**config.mk**
```make
export PLATFORM = sky130hd
export DESIGN_NAME = rtc_bus_scheduler
export DESIGN_NICKNAME = d
export VERILOG_FILES = /design/src/rtl/rtc_sched_pkg.sv /design/src/rtl/rtc_periodic_timer.sv /design/src/rtl/rtc_bus_scheduler.sv
export SDC_FILE = /design/constraint.sdc
export NUM_CORES = 1
export LEC_CHECK = 0
export ABC_CLOCK_PERIOD_IN_PS = 2200
export CAP_MARGIN = 40
export CORE_MARGIN = 1
export CORE_UTILIZATION = 61
export CTS_BUF_LIST = sky130_fd_sc_hd__clkbuf_8
export DETAILED_ROUTE_END_ITERATION = 10
export PLACE_DENSITY = 0.81
export SLEW_MARGIN = 15
export SYNTH_ARGS = -nofsm -noshare
export SYNTH_HDL_FRONTEND = slang
export SYNTH_SLANG_ARGS = --single-unit
```
**constraint.sdc**
```tcl
create_clock -name clk -period 2.2 [get_ports clk]
set_clock_uncertainty 0.15 [all_clocks]
set_input_delay 0.22 -clock clk [delete_from_list [all_inputs] [get_ports clk]]
set_output_delay 0.22 -clock clk [all_outputs]
set_load 0.02 [all_outputs]
```
**src/rtl/rtc_sched_pkg.sv**
```systemverilog
// Shared types and defaults for the RTC bus scheduler: FSM states, requester IDs
// and the default periodic / timeout constants.
package rtc_sched_pkg;

  typedef enum logic [1:0] {
    IDLE    = 2'd0,
    GRANT   = 2'd1,
    RUN     = 2'd2,
    RELEASE = 2'd3
  } state_t;

  typedef enum logic [1:0] {
    ID_INI = 2'd0,
    ID_ESC = 2'd1,
    ID_LEC = 2'd2
  } req_id_t;

  localparam int PER_LEC_DEF = 10_000_000;
  localparam int TIMEOUT_DEF = 1023;
  localparam int CW_DEF      = 24;

  // Grant/fin vectors are ordered {lec, esc, ini}.
  function automatic logic [2:0] id_onehot(req_id_t id);
    return 3'b001 << id;
  endfunction

endpackage

```
**src/rtl/rtc_periodic_timer.sv**
```systemverilog
// Free-running wrap counter that emits a one-cycle tick every PERIOD enabled cycles.
module rtc_periodic_timer
  import rtc_sched_pkg::*;
#(
  parameter int PERIOD = PER_LEC_DEF,
  parameter int CW     = CW_DEF
) (
  input  logic clk,
  input  logic reset,
  input  logic en,
  output logic tick
);

  localparam logic [CW-1:0] LAST = CW'(PERIOD - 1);

  logic [CW-1:0] cnt;

  assign tick = en && (cnt == LAST);

  always_ff @(posedge clk or negedge reset) begin
    if (!reset)  cnt <= '0;
    else if (en) cnt <= tick ? '0 : cnt + CW'(1);
  end

endmodule

```
**src/rtl/rtc_bus_scheduler.sv**
```systemverilog
// Arbitrates the single RTC transaction engine between init, write and read
// sequencers: forced init after reset, periodic reads, fixed priority, timeout guard.
module rtc_bus_scheduler
  import rtc_sched_pkg::*;
#(
  parameter int PER_LEC = PER_LEC_DEF,
  parameter int TIMEOUT = TIMEOUT_DEF,
  parameter int CW      = CW_DEF
) (
  input  logic clk,
  input  logic reset,
  input  logic req_ini,
  input  logic req_esc,
  input  logic req_lec,
  input  logic eng_done,
  output logic eng_do_it,
  output logic eng_w_r,
  output logic gnt_ini,
  output logic gnt_esc,
  output logic gnt_lec,
  output logic fin_ini,
  output logic fin_esc,
  output logic fin_lec,
  output logic ini_ok,
  output logic err_timeout
);

  localparam int TW = $clog2(TIMEOUT + 1);

  state_t        state;
  req_id_t       cur;
  req_id_t       win;
  logic          ini_pend;
  logic          lec_pend;
  logic          any_req;
  logic          per_en;
  logic          tick;
  logic [TW-1:0] tmo_cnt;

  // The period is frozen while a read is already waiting for the bus.
  assign per_en = ini_ok && !(state == IDLE && lec_pend);

  rtc_periodic_timer #(.PERIOD(PER_LEC), .CW(CW)) u_per (
    .clk   (clk),
    .reset (reset),
    .en    (per_en),
    .tick  (tick)
  );

  always_comb begin
    win = ID_LEC;
    if (ini_pend)               win = ID_INI;
    else if (ini_ok && req_esc) win = ID_ESC;
    any_req = ini_pend || (ini_ok && (req_esc || lec_pend));
  end

  always_ff @(posedge clk or negedge reset) begin
    if (!reset) begin
      state       <= IDLE;
      cur         <= ID_INI;
      tmo_cnt     <= '0;
      eng_do_it   <= 1'b0;
      eng_w_r     <= 1'b1;
      {gnt_lec, gnt_esc, gnt_ini} <= '0;
      {fin_lec, fin_esc, fin_ini} <= '0;
      ini_ok      <= 1'b0;
      err_timeout <= 1'b0;
      ini_pend    <= 1'b1;
      lec_pend    <= 1'b0;
    end else begin
      {fin_lec, fin_esc, fin_ini} <= '0;
      case (state)
        IDLE: begin
          if (any_req) begin
            cur     <= win;
            state   <= GRANT;
            eng_w_r <= (win != ID_LEC);
            {gnt_lec, gnt_esc, gnt_ini} <= id_onehot(win);
            if (win == ID_INI) begin
              ini_pend <= 1'b0;
              ini_ok   <= 1'b0;
            end
            if (win == ID_LEC) lec_pend <= 1'b0;
          end
        end
        GRANT: begin
          state     <= RUN;
          eng_do_it <= 1'b1;
          tmo_cnt   <= '0;
        end
        RUN: begin
          // eng_done has priority over a timeout landing on the same cycle.
          if (eng_done || tmo_cnt == TW'(TIMEOUT - 1)) begin
            state       <= RELEASE;
            eng_do_it   <= 1'b0;
            err_timeout <= !eng_done;
            {gnt_lec, gnt_esc, gnt_ini} <= '0;
            {fin_lec, fin_esc, fin_ini} <= id_onehot(cur);
            if (cur == ID_INI) begin
              if (eng_done) ini_ok   <= 1'b1;
              else          ini_pend <= 1'b1;
            end
          end else begin
            tmo_cnt <= tmo_cnt + TW'(1);
          end
        end
        default: state <= IDLE;
      endcase
      // New requests override a same-cycle clear.
      if (req_ini)          ini_pend <= 1'b1;
      if (req_lec || tick)  lec_pend <= 1'b1;
    end
  end

endmodule
```
== Word level (Yosys, flattened, before mapping) ==
Index checks and enable logic that the tools add are counted.
Operators by class
  $add $sub $neg: 2
  multiplexer cells: 37
  equality and inequality tests: 17
  shift operators: 2
  reductions and logical operators: 29
Operators with widths (number)
  $add 24x1->24 const B: 1
  $eq 24x24->1 const B: 1
  $mux 24: 1
  $mux 1: 23
  $pmux 10 s2: 1
  $ne 2x2->1 const B: 6
  $ne 3x3->1 const B: 4
  $pmux 1 s2: 6
  $reduce_and 6->1: 2
  $add 10x1->10 const B: 1
  $eq 10x10->1 const B: 1
  $mux 10: 1
  $reduce_and 2->1: 5
  $reduce_bool 2->1: 5
  $mux 2: 4
  $logic_not 2->1: 3
  $pmux 2 s3: 1
  $reduce_and 3->1: 2
  $shl 1x2->3 const A: 2
  $logic_and 1x1->1: 5
  $eq 2x2->1 const B: 2
  $logic_or 1x1->1: 4
  $ne 3x2->1 const B: 1
  $reduce_bool 3->1: 1
  other kinds (3): 4
Storage, ports and cells
  bits in registers: 50
  bits of input ports: 6
  word-level logic and storage cells: 103

== Depth between registers and ports, before layout ==
Gate-level depths: netlist of run 1.
  depth after elaboration: 8
  depth in mapped cells: 7
  gate-level depth less buffers: 6

== Hierarchy ==
From an unflattened synthesis of run 1, not the netlist that was laid out.
Second synthesis, totals
  cell total of the unflattened synthesis: 264
  area total of the unflattened synthesis: 2703.8 um^2
Modules (own cells, without submodules)
  rtc_bus_scheduler: seq. area each 653.1 um^2, area each 1416.4 um^2, instances 1, cells an instance 144
  rtc_periodic_timer: seq. area each 600.6 um^2, area each 1287.5 um^2, instances 1, cells an instance 120

== Least setup slack after synthesis of run 1 ==
OpenSTA, ideal clock, no wires.
  kind: reg-to-reg
  start: reg u_per.cnt[17]
  end: reg u_per.cnt[23]
  arrival: 1.750 ns
  path slack: 0.181 ns
  data required time: 1.931 ns
  stages on the path, launching flop included: 5
  cells stage by stage: dfrtp_1 -> or4_1 -> or3_4 -> nor3_4 -> o21ba_1
On the way
  cells in the longest elaborated chain, start to end: 3
RTL lines
  from (decl): RTL line rtc_periodic_timer.sv:16  | logic [CW-1:0] cnt;
  from (signal assigned): RTL line rtc_periodic_timer.sv:22  | else if (en) cnt <= tick ? '0 : cnt + CW'(1);
  parallel branches: the longest is 2 deep, another holds $add 24x1->24
  $mux 24 *: RTL line rtc_periodic_timer.sv:22
Every way passes the cells marked *.
A chain may end at the register's enable or synchronous reset.

== Worst setup path after layout of run 1 ==
  start: reg u_per.cnt[8]
  end: reg u_per.cnt[23]
Same word-level chain as after synthesis.

==> impl_metrics.py, run 1 <==
metrics = {
    "route": {
        "drtAntennaViolNets": 0,
        "dr.pass1.iters": 4,
        "dr_wl_met2_um": 2442,
        "wirelength_um": 5335,
        "viasPerCell": 6.165,
        "dr_wl_met3_um": 220,
        "wl_per_cell_um": 15.69,
        "drc_errors": 0,
        "drt_iter0_drc": 220,
        "drt-met1-wl_um": 2589,
        "highest_layer": "met4",
        "vias": 2096,
    },
    "yosys": {
        "syn_inst": 260,
        "synth_top_area_share_pct": 46.74,
        "ys.flop_type": "dfrtp_1",
        "synth_edf_count": 0,
        "ys_seq_elements": 50,
        "synth_most_common_cell": "dfrtp_1",
        "synth_cell_type_count": 46,
        "syn-mean-instance-area_um2": 9.884,
        "synth_area_leader_cell": "dfrtp_1",
        "synth-seq-area-share_pct": 48.78,
        "synth_warnings": 0,
        "synthArstFlopShare_pct": 100.0,
        "syn-num-nets": 272,
        "syn_area_um2": 2570,
        "ys_top_cells_by_count": "48 x dfrtp_1, 20 x nand3_1, 18 x nand2_1",
        "yosys-top-cells-area": "dfrtp_1 47%, nand4_1 4.1%, xnor2_1 4.1%, nand3_1 3.9%, ha_1 2.9%",
    },
    "timing": {
        "hold_ws_ns": 0.2758,
        "final_max_slew_viol_count": 0,
        "fmax_ghz": 0.4795,
        "post-route-period-util_pct": 94.80,
        "tightest_slew_ns": 0.5595,
        "period_needed_ns": 2.086,
        "slew-limit-headroom_pct": 62.70,
        "timing.final.hold_violations": 0,
        "finalSetupViolCount": 0,
        "tns_ns": 0,
        "rsz0062_at_grt": "no",
    },
    "die": {
        "die_w_um": 66.91,
        "die_area_um2": 4477,
        "initial_core_util_pct": 63.79,
        "die-height_um": 66.91,
        "core_um2": 4029,
        "rows": 23,
        "ioPinCount": 16,
    },
    "clocking": {
        "h-tree-depth": 2,
        "cts.sinks": 50,
        "cts.repair.resized": 0,
        "worstSkewPairLatency_ns": 0.31,
        "cts_made_buffers": 5,
        "cts_tree": "done",
        "cts.clk_slew.worst_paths_ns": 0.09,
        "clock_tree.root_cell": "clkbuf_8",
        "clock_path_buffers": 2,
    },
    "power_and_ir_drop": {
        "powerDensity_nw_per_um2": 928.8,
        "p_leak_nw": 1.271,
        "ir_worst_vdd_v": 0.0006957,
    },
    "placed_design": {
        "dp.cells": 330,
        "routabilityCongestion": 0.8493,
        "hpwl_um": 3802,
        "port_buffers": 15,
    },
    "setup_path": {
        "r2r-start": "u_per.cnt[8]",
        "crit_path_cell_trace": "or4_1, or3_4, nor3_4, buf_12, o21ba_1",
        "endpoint": "u_per.cnt[23]",
        "worstSetupStartpointType": "flip-flop",
        "critical_path.max_fanout": 9,
        "reg2reg_depth": 5,
        "critPathRequiredTime_ns": 2.26,
        "cp-startpoint": "u_per.cnt[8]",
        "critPathKind": "reg -> reg",
        "cpMaxStageDelayCell": "or4_1",
        "critical_path_arrival_ns": 2.14,
        "r2r_slack_ns": 0.11,
        "cp_slowest_stage_delay_ns": 0.50,
        "crit_path_end_kind": "flip-flop",
        "r2r-end": "u_per.cnt[23]",
    },
    "global_routing": {
        "grt_use_total_pct": 26.25,
        "grt_max_degree": 29,
        "grt_pass1_vias": 1846,
        "grt-ovfl-total": 0,
        "antenna_found_initial": 0,
        "grt_pass1_wl_um": 8666,
    },
    "finish": {
        "layout.cells.non_filler": 340,
        "synthToLayoutAreaGrowth_pct": 16.07,
        "drive_gt1_share_pct": 11.38,
        "finalNetCount": 301,
        "antenna_cells": 0,
        "num-fill-cells": 296,
        "final_util_pct": 74.04,
    },
    "status": {
        "run_status": "complete, no violations",
    },
    "hold_path": {
        "hold_class": "in -> async",
    },
    "job": {
        "drv_cap": 0,
    },
}
## cell usage in the layout (no fill, tap or decap), types with 3 or more instances in the layout
cell type / instances
a21oi_1: 12
a31oi_1: 4
a32oi_1: 3
and2_1: 3
and3_1: 5
and4_1: 3
buf_4: 12
clkbuf_8: 6
clkdlybuf4s50_1: 14
dfrtp_1: 48
ha_1: 6
inv_1: 11
mux2i_1: 4
nand2_1: 18
nand3_1: 20
nand4_1: 17
nor2_1: 14
nor2b_1: 4
nor3_1: 8
nor4_1: 3
o211ai_1: 5
o21ai_0: 10
o2bb2ai_1: 4
o31ai_1: 3
or3_1: 4
or4_1: 3
xnor2_1: 12
xor2_1: 4
## worst min-delay path by stage
stage / startpoint / end / depth (start not counted)
2_1_floorplan: reset / cur[0] / 0
3_5_place_dp: reset / tmo_cnt[4] / 1
4_1_cts: reset / ini_ok / 2
5_1_grt: req_ini / ini_pend / 2
6_report: reset / ini_ok / 2
3_3_place_gp: reset / tmo_cnt[4] / 1
## final cells by class
class                      count  area [um2]  share of cell area, %
clock buffer                   6       82.58                  2.768
clock inverter                 2       12.51                 0.4195
inverter                      11       41.29                  1.384
multi-input combinational    191        1245                  41.74
sequential                    50        1254                  42.03
tap                           50       62.56                  2.097
timing repair buffer          30       285.3                  9.564
## kinds of logic (layout without fill, tap and decap cells)
family / count (synthesis) / count (layout) / share of synthesized area (%)
AOI/OAI and AO/OA: 53 / 53 / 14.17
buffers and inverters: 19 / 49 / 2.775
and+or+nand+nor: 111 / 111 / 23.90
muxes: 5 / 5 / 1.996
DFF: 50 / 50 / 48.78
adders and majority gates: 6 / 6 / 2.921
xor gates and xnor gates: 16 / 16 / 5.453
## where the power goes
group          switching [mW]  leakage, nW  internal [mW]  total (mW)
logic                   0.521        0.557          0.418       0.938
registers               0.180        0.667           1.09        1.27
clock network           0.309       0.0472          0.253       0.562
## worst max-delay path: cells and delay by family, from the launching register on
| family | cells | cell delay (ns) |
|---|---|---|
| AO/OA/AOI/OAI | 1 | 0.14 |
| flip-flops | 1 | 0.42 |
| AND/OR/NAND/NOR | 3 | 1.11 |
| buffers and inverters | 1 | 0.16 |
## flip-flops by register name, summed over array words and instances, names as in the netlist
signal       cells
fin_lec          1
cur              2
ini_pend         1
gnt_esc          1
eng_w_r          1
state            2
lec_pend         1
fin_ini          1
eng_do_it        1
gnt_lec          1
fin_esc          1
err_timeout      1
ini_ok           1
tmo_cnt         10
gnt_ini          1
u_per.cnt       24
## metrics by stage
stage	power, mW	setup slack, ns	area [um2]
after floorplan	1.864	0.1810	2570
after global placement	2.184	0.06966	2858
after detailed placement	2.221	0.03838	2858
after CTS	2.789	0.02041	2963
after global routing	2.948	0.04671	2983
final	2.770	0.1144	2983
## routing by layer
metal | track usage [%] | vias up
met2 | 39.02 | 48
met1 | 37.00 | 1020
met3 | 6.507 | 8
li1 | - | 1020
met4 | 9.309 | 0
met5 | 0 | -
## what timing repair did
item	CTS	global route
buffers inserted	0	1
endpoints found under the setup margin	0	3
hold buffers	1	0
endpoints found under the hold margin	20	0
Power figures use the tool's default switching activity.
==> inputs of run 2 (changes only) <==
- ABC_CLOCK_PERIOD_IN_PS: 2200 -> 2300
- clock period: 2.2 -> 2.3 ns (I/O delays scaled with it)
==> run 2 against run 1 <==
Net effect: clock power decreased by 7.3%; design area shrank 1.6%; sequential share of layout area grew 0.66 points; register-to-register slack better by 0.04 ns; critical path depth did not move; utilization fell by 1.1 points; worst hold slack better by 0.053 ns; wire length up 2.2%; total power is 4.8% lower; first-iteration DRC count is 20% lower; critical path type unchanged; combinational power decreased by 4.2%; setup slack gained 0.038 ns.
==> impl_metrics.py, run 2 (synthesis results as in run 1) <==
metrics = {
    "die": {
        "rows": 23,
        "core_um2": 4029,
        "die-height_um": 66.91,
        "initial_core_util_pct": 63.79,
        "ioPinCount": 16,
        "die_area_um2": 4477,
        "die_w_um": 66.91,
    },
    "finish": {
        "top_register": "u_per.cnt",
        "synthToLayoutAreaGrowth_pct": 14.26,
        "register_area_um2": 1254,
        "num-fill-cells": 299,
        "antenna_cells": 0,
        "final_cell_mix": "48 x dfrtp_1, 20 x nand3_1, 18 x nand2_1",
        "top_regs": "u_per.cnt x24, tmo_cnt x10",
        "finalNetCount": 297,
        "largest_reg_flops": 24,
        "final_util_pct": 72.89,
        "layout_commonest_cell": "dfrtp_1",
        "drive_gt1_share_pct": 9.790,
        "multi_input_area_um2": 1245,
    },
    "clocking": {
        "cts_hold_buf": 1,
        "h-tree-depth": 2,
        "clock_tree.root_cell": "clkbuf_8",
        "cts_tree": "done",
        "clock_path_buffers": 2,
        "cts.sinks": 50,
        "cts_made_buffers": 5,
        "worstSkewPairLatency_ns": 0.30,
        "cts.clk_slew.worst_paths_ns": 0.09,
        "cts.repair.resized": 0,
        "cts_setup_buffers": 0,
    },
    "timing": {
        "hold_ws_ns": 0.3291,
        "slew-limit-headroom_pct": 57.04,
        "rsz0062_at_grt": "no",
        "tightest_slew_ns": 0.6445,
        "tns_ns": 0,
        "post-route-period-util_pct": 93.37,
        "period_needed_ns": 2.147,
        "final_max_slew_viol_count": 0,
        "fmax_ghz": 0.4657,
        "timing.final.ws_setup_ns": 0.1526,
        "timing.final.hold_violations": 0,
        "finalSetupViolCount": 0,
    },
    "setup_path": {
        "critical_path.max_fanout": 10,
        "crit_path_end_kind": "flip-flop",
        "critical_path_arrival_ns": 2.20,
        "critPathRequiredTime_ns": 2.35,
        "critPathKind": "reg -> reg",
        "worstSetupStartpointType": "flip-flop",
    },
    "route": {
        "wirelength_um": 5453,
        "vias": 2076,
        "dr.pass1.iters": 4,
        "drt_iter0_drc": 175,
        "wl_per_cell_um": 16.23,
        "viasPerCell": 6.179,
        "drc_errors": 0,
        "drtAntennaViolNets": 0,
    },
    "placed_design": {
        "routabilityCongestion": 0.9183,
        "post-place-ws_ns": 0.1844,
        "port_buffers": 15,
        "hpwl_um": 3883,
    },
    "global_routing": {
        "grt-ovfl-total": 0,
        "grt_max_degree": 29,
        "antenna_found_initial": 0,
        "grt_pass1_vias": 1938,
        "grt_pass1_wl_um": 8949,
        "grt_use_total_pct": 27.19,
    },
    "power_and_ir_drop": {
        "powerDensity_nw_per_um2": 897.8,
        "p_leak_nw": 1.251,
        "ir_worst_vdd_v": 0.0007909,
    },
    "hold_path": {
        "hold_class": "in -> async",
    },
    "job": {
        "drv_cap": 0,
    },
    "status": {
        "run_status": "complete, no violations",
    },
}
==> run 2: changes by cell type in the layout (fill, tap and decap cells not counted) <==
cell,change
buf_4,-3
buf_12,-1
clkinvlp_4,-1
inv_1,+1
==> run 2: per-layer routing <==
layer | track usage, % | vias to the layer above | wire length [um]
li1 | - | 1007 | -
met1 | 36.24 | 1010 | 2523
met2 | 43.94 | 52 | 2632
met3 | 5.137 | 7 | 231
met4 | 9.574 | 0 | 66
met5 | 0 | - | 0
==> run 2: worst paths after layout <==
path	startpoint	to	slack [ns]	depth (start not counted)
max	u_per.cnt[17]	u_per.cnt[23]	0.15	5
min	reset	u_per.cnt[20]	0.33	2
max reg2reg	u_per.cnt[17]	u_per.cnt[23]	0.15	5
min reg2reg	eng_do_it	eng_do_it	0.34	1
max in group asynchronous	reset	tmo_cnt[7]	1.03	3
min in group clk	req_ini	ini_pend	0.34	2
==> run 2: through the flow <==
step	instance area [um2]	power (mW)	instances
detailed placement	2835	2.119	327
global route	2937	2.795	336
finish	2937	2.636	336
global placement	2835	2.079	327
floorplan	2570	1.783	260
CTS	2937	2.641	336
==> run 2: final cells by class <==
class / count / area share (%)
Timing Repair Buffer: 26 / 8.266
Sequential cell: 50 / 42.69
Multi-Input combinational cell: 191 / 42.39
Tap cell: 50 / 2.130
Clock inverter: 2 / 0.2983
Inverter: 11 / 1.406
Clock buffer: 6 / 2.812
==> run 2: power breakdown <==
part / leakage, nW / switching, mW / internal (mW)
Combinational: 0.532 / 0.507 / 0.392
Sequential: 0.667 / 0.174 / 1.04
Clock: 0.0524 / 0.282 / 0.239
Total: 1.25 / 0.963 / 1.67
==> run 2: critical path: stages, from the launching register on <==
cell     delay [ns]
dfrtp_1        0.45
or4_1          0.55
or3_4          0.38
nor3_4         0.21
buf_12         0.15
o21ba_1        0.15
==> inputs of run 3 (changes only) <==
==> constraint.sdc (replaced) <==
create_clock -name clk -period 2.3 [get_ports clk]
set_clock_uncertainty 0.15 [all_clocks]
set_input_delay 0.46 -clock clk [delete_from_list [all_inputs] [get_ports clk]]
set_output_delay 0.46 -clock clk [all_outputs]
set_load 0.02 [all_outputs]
==> run 3 against run 2 <==
Net effect: via count grew 0.58%; design area shrank 0.43%; maximum frequency shrank 0.81%; largest power group unchanged.
==> impl_metrics.py, run 3 (synthesis results as in run 1) <==
metrics = {
    "status": {
        "run_status": "complete, no violations",
    },
    "timing": {
        "final_max_slew_viol_count": 0,
        "finalSetupViolCount": 0,
        "period_needed_ns": 2.165,
        "tns_ns": 0,
        "fmax_ghz": 0.4619,
        "timing.final.ws_setup_ns": 0.1351,
        "post-route-period-util_pct": 94.13,
        "rsz0062_at_grt": "no",
        "tightest_slew_ns": 0.5680,
        "timing.final.hold_violations": 0,
        "slew-limit-headroom_pct": 61.78,
    },
    "route": {
        "viasPerCell": 6.233,
        "wl_per_cell_um": 16.12,
        "drtAntennaViolNets": 0,
        "wirelength_um": 5401,
        "drt_iter0_drc": 245,
        "vias": 2088,
        "dr.pass1.iters": 6,
        "drc_errors": 0,
    },
    "setup_path": {
        "critPathRequiredTime_ns": 1.69,
        "critical_path_arrival_ns": 1.55,
        "worstSetupStartpointType": "flip-flop",
        "cp_slowest_stage_delay_ns": 0.68,
        "cpMaxStageDelayCell": "clkdlybuf4s50_1",
        "critical_path.max_fanout": 11,
        "critPathKind": "reg -> out",
        "r2r_slack_ns": 0.16,
        "crit_path_cell_trace": "clkdlybuf4s50_1",
        "crit_path_end_kind": "primary output",
        "path_buf_inv": 1,
        "path_delay_family": "buffers and inverters",
    },
    "power_and_ir_drop": {
        "p_leak_nw": 1.245,
        "combPwrFrac_pct": 33.6,
        "swShare_pct": 37.25,
        "clockPowerShare_pct": 19.4,
        "ir_worst_vdd_v": 0.0008870,
        "internal-power_mw": 1.649,
        "switchingPower_uw": 978.8,
        "powerDensity_nw_per_um2": 898.7,
        "sequentialPowerShare_pct": 47.0,
    },
    "placed_design": {
        "port_buffers": 15,
        "post-place-ws_ns": 0.1577,
        "hpwl_um": 3854,
        "routabilityCongestion": 0.9187,
    },
    "die": {
        "initial_core_util_pct": 63.79,
        "die-height_um": 66.91,
        "rows": 23,
        "die_w_um": 66.91,
        "die_area_um2": 4477,
        "ioPinCount": 16,
        "core_um2": 4029,
    },
    "finish": {
        "synthToLayoutAreaGrowth_pct": 13.78,
        "largest_reg_flops": 24,
        "num-fill-cells": 325,
        "finalNetCount": 296,
        "drive_gt1_share_pct": 9.474,
        "top_register": "u_per.cnt",
        "layout_commonest_cell": "dfrtp_1",
        "multi_input_area_um2": 1245,
        "final_util_pct": 72.58,
        "antenna_cells": 0,
        "top_regs": "u_per.cnt x24, tmo_cnt x10",
        "final_cell_mix": "48 x dfrtp_1, 20 x nand3_1, 18 x nand2_1",
        "register_area_um2": 1254,
    },
    "global_routing": {
        "grt_pass1_vias": 1882,
        "grt_pass1_wl_um": 8783,
        "antenna_found_initial": 0,
        "grt-ovfl-total": 0,
        "grt_max_degree": 30,
        "grt_use_total_pct": 27.04,
    },
    "clocking": {
        "clock_tree.root_cell": "clkbuf_8",
        "worstSkewPairLatency_ns": 0.32,
        "cts_tree": "done",
        "clock_path_buffers": 2,
        "cts.sinks": 50,
        "h-tree-depth": 2,
        "cts.clk_slew.worst_paths_ns": 0.09,
        "cts_made_buffers": 5,
        "cts.repair.resized": 0,
    },
    "job": {
        "drv_cap": 0,
    },
    "hold_path": {
        "hold_class": "reg -> reg",
    },
}
-- run 3: changes by cell type in the layout (fill, tap and decap cells not counted), sizes merged --
| cell | change |
|---|---|
| buf | -1 |
| clkbuf | -1 |
| clkinv | +1 |
-- run 3: per-layer routing --
layer	up-vias	global-route usage [%]	wire length, um
met4	0	12.23	119
li1	1009	-	-
met3	16	5.308	296
met1	996	36.80	2522
met2	67	41.41	2463
met5	-	0	0
-- run 3: area by class of cell --
| cell class | count | area share (%) |
|---|---|---|
| tap | 50 | 2.139 |
| sequential | 50 | 42.88 |
| multi-input combinational | 191 | 42.58 |
| clock inverter | 3 | 0.5991 |
| clock buffer | 5 | 2.353 |
| inverter | 11 | 1.412 |
| timing repair buffer | 25 | 8.045 |
-- run 3: final timing paths --
check	start	end	depth (start not counted)
setup / recovery	ini_ok	ini_ok	1
hold / removal	eng_do_it	eng_do_it	1
setup reg to reg	u_per.cnt[8]	u_per.cnt[23]	4
hold reg to reg	eng_do_it	eng_do_it	1
max in group asynchronous	reset	u_per.cnt[22]	3
min in group asynchronous	reset	eng_do_it	2
-- run 3: stage by stage --
step / hold slack (ns) / area [um2] / power [mW] / cells
finish: 0.3381 / 2924 / 2.628 / 335
global route: 0.3703 / 2924 / 2.783 / 335
CTS: 0.3437 / 2924 / 2.636 / 335
detailed placement: 0.3215 / 2828 / 2.118 / 326
global placement: 0.3155 / 2828 / 2.078 / 326
floorplan: 0.01441 / 2570 / 1.783 / 260
-- run 3: power groups by stage --
stage / combinational [mW] / clock, mW / sequential, mW
floorplan: 0.550 / 0 / 1.23
global placement: 0.848 / 0 / 1.23
detailed placement: 0.875 / 0 / 1.24
CTS: 0.886 / 0.523 / 1.23
global route: 0.973 / 0.553 / 1.26
finish: 0.883 / 0.509 / 1.24
-- run 3: what timing repair did --
action | 4_1_cts | 5_1_grt
hold buffers | 1 | 0
setup buffers | 0 | 0
hold endpoints to repair | 19 | 0
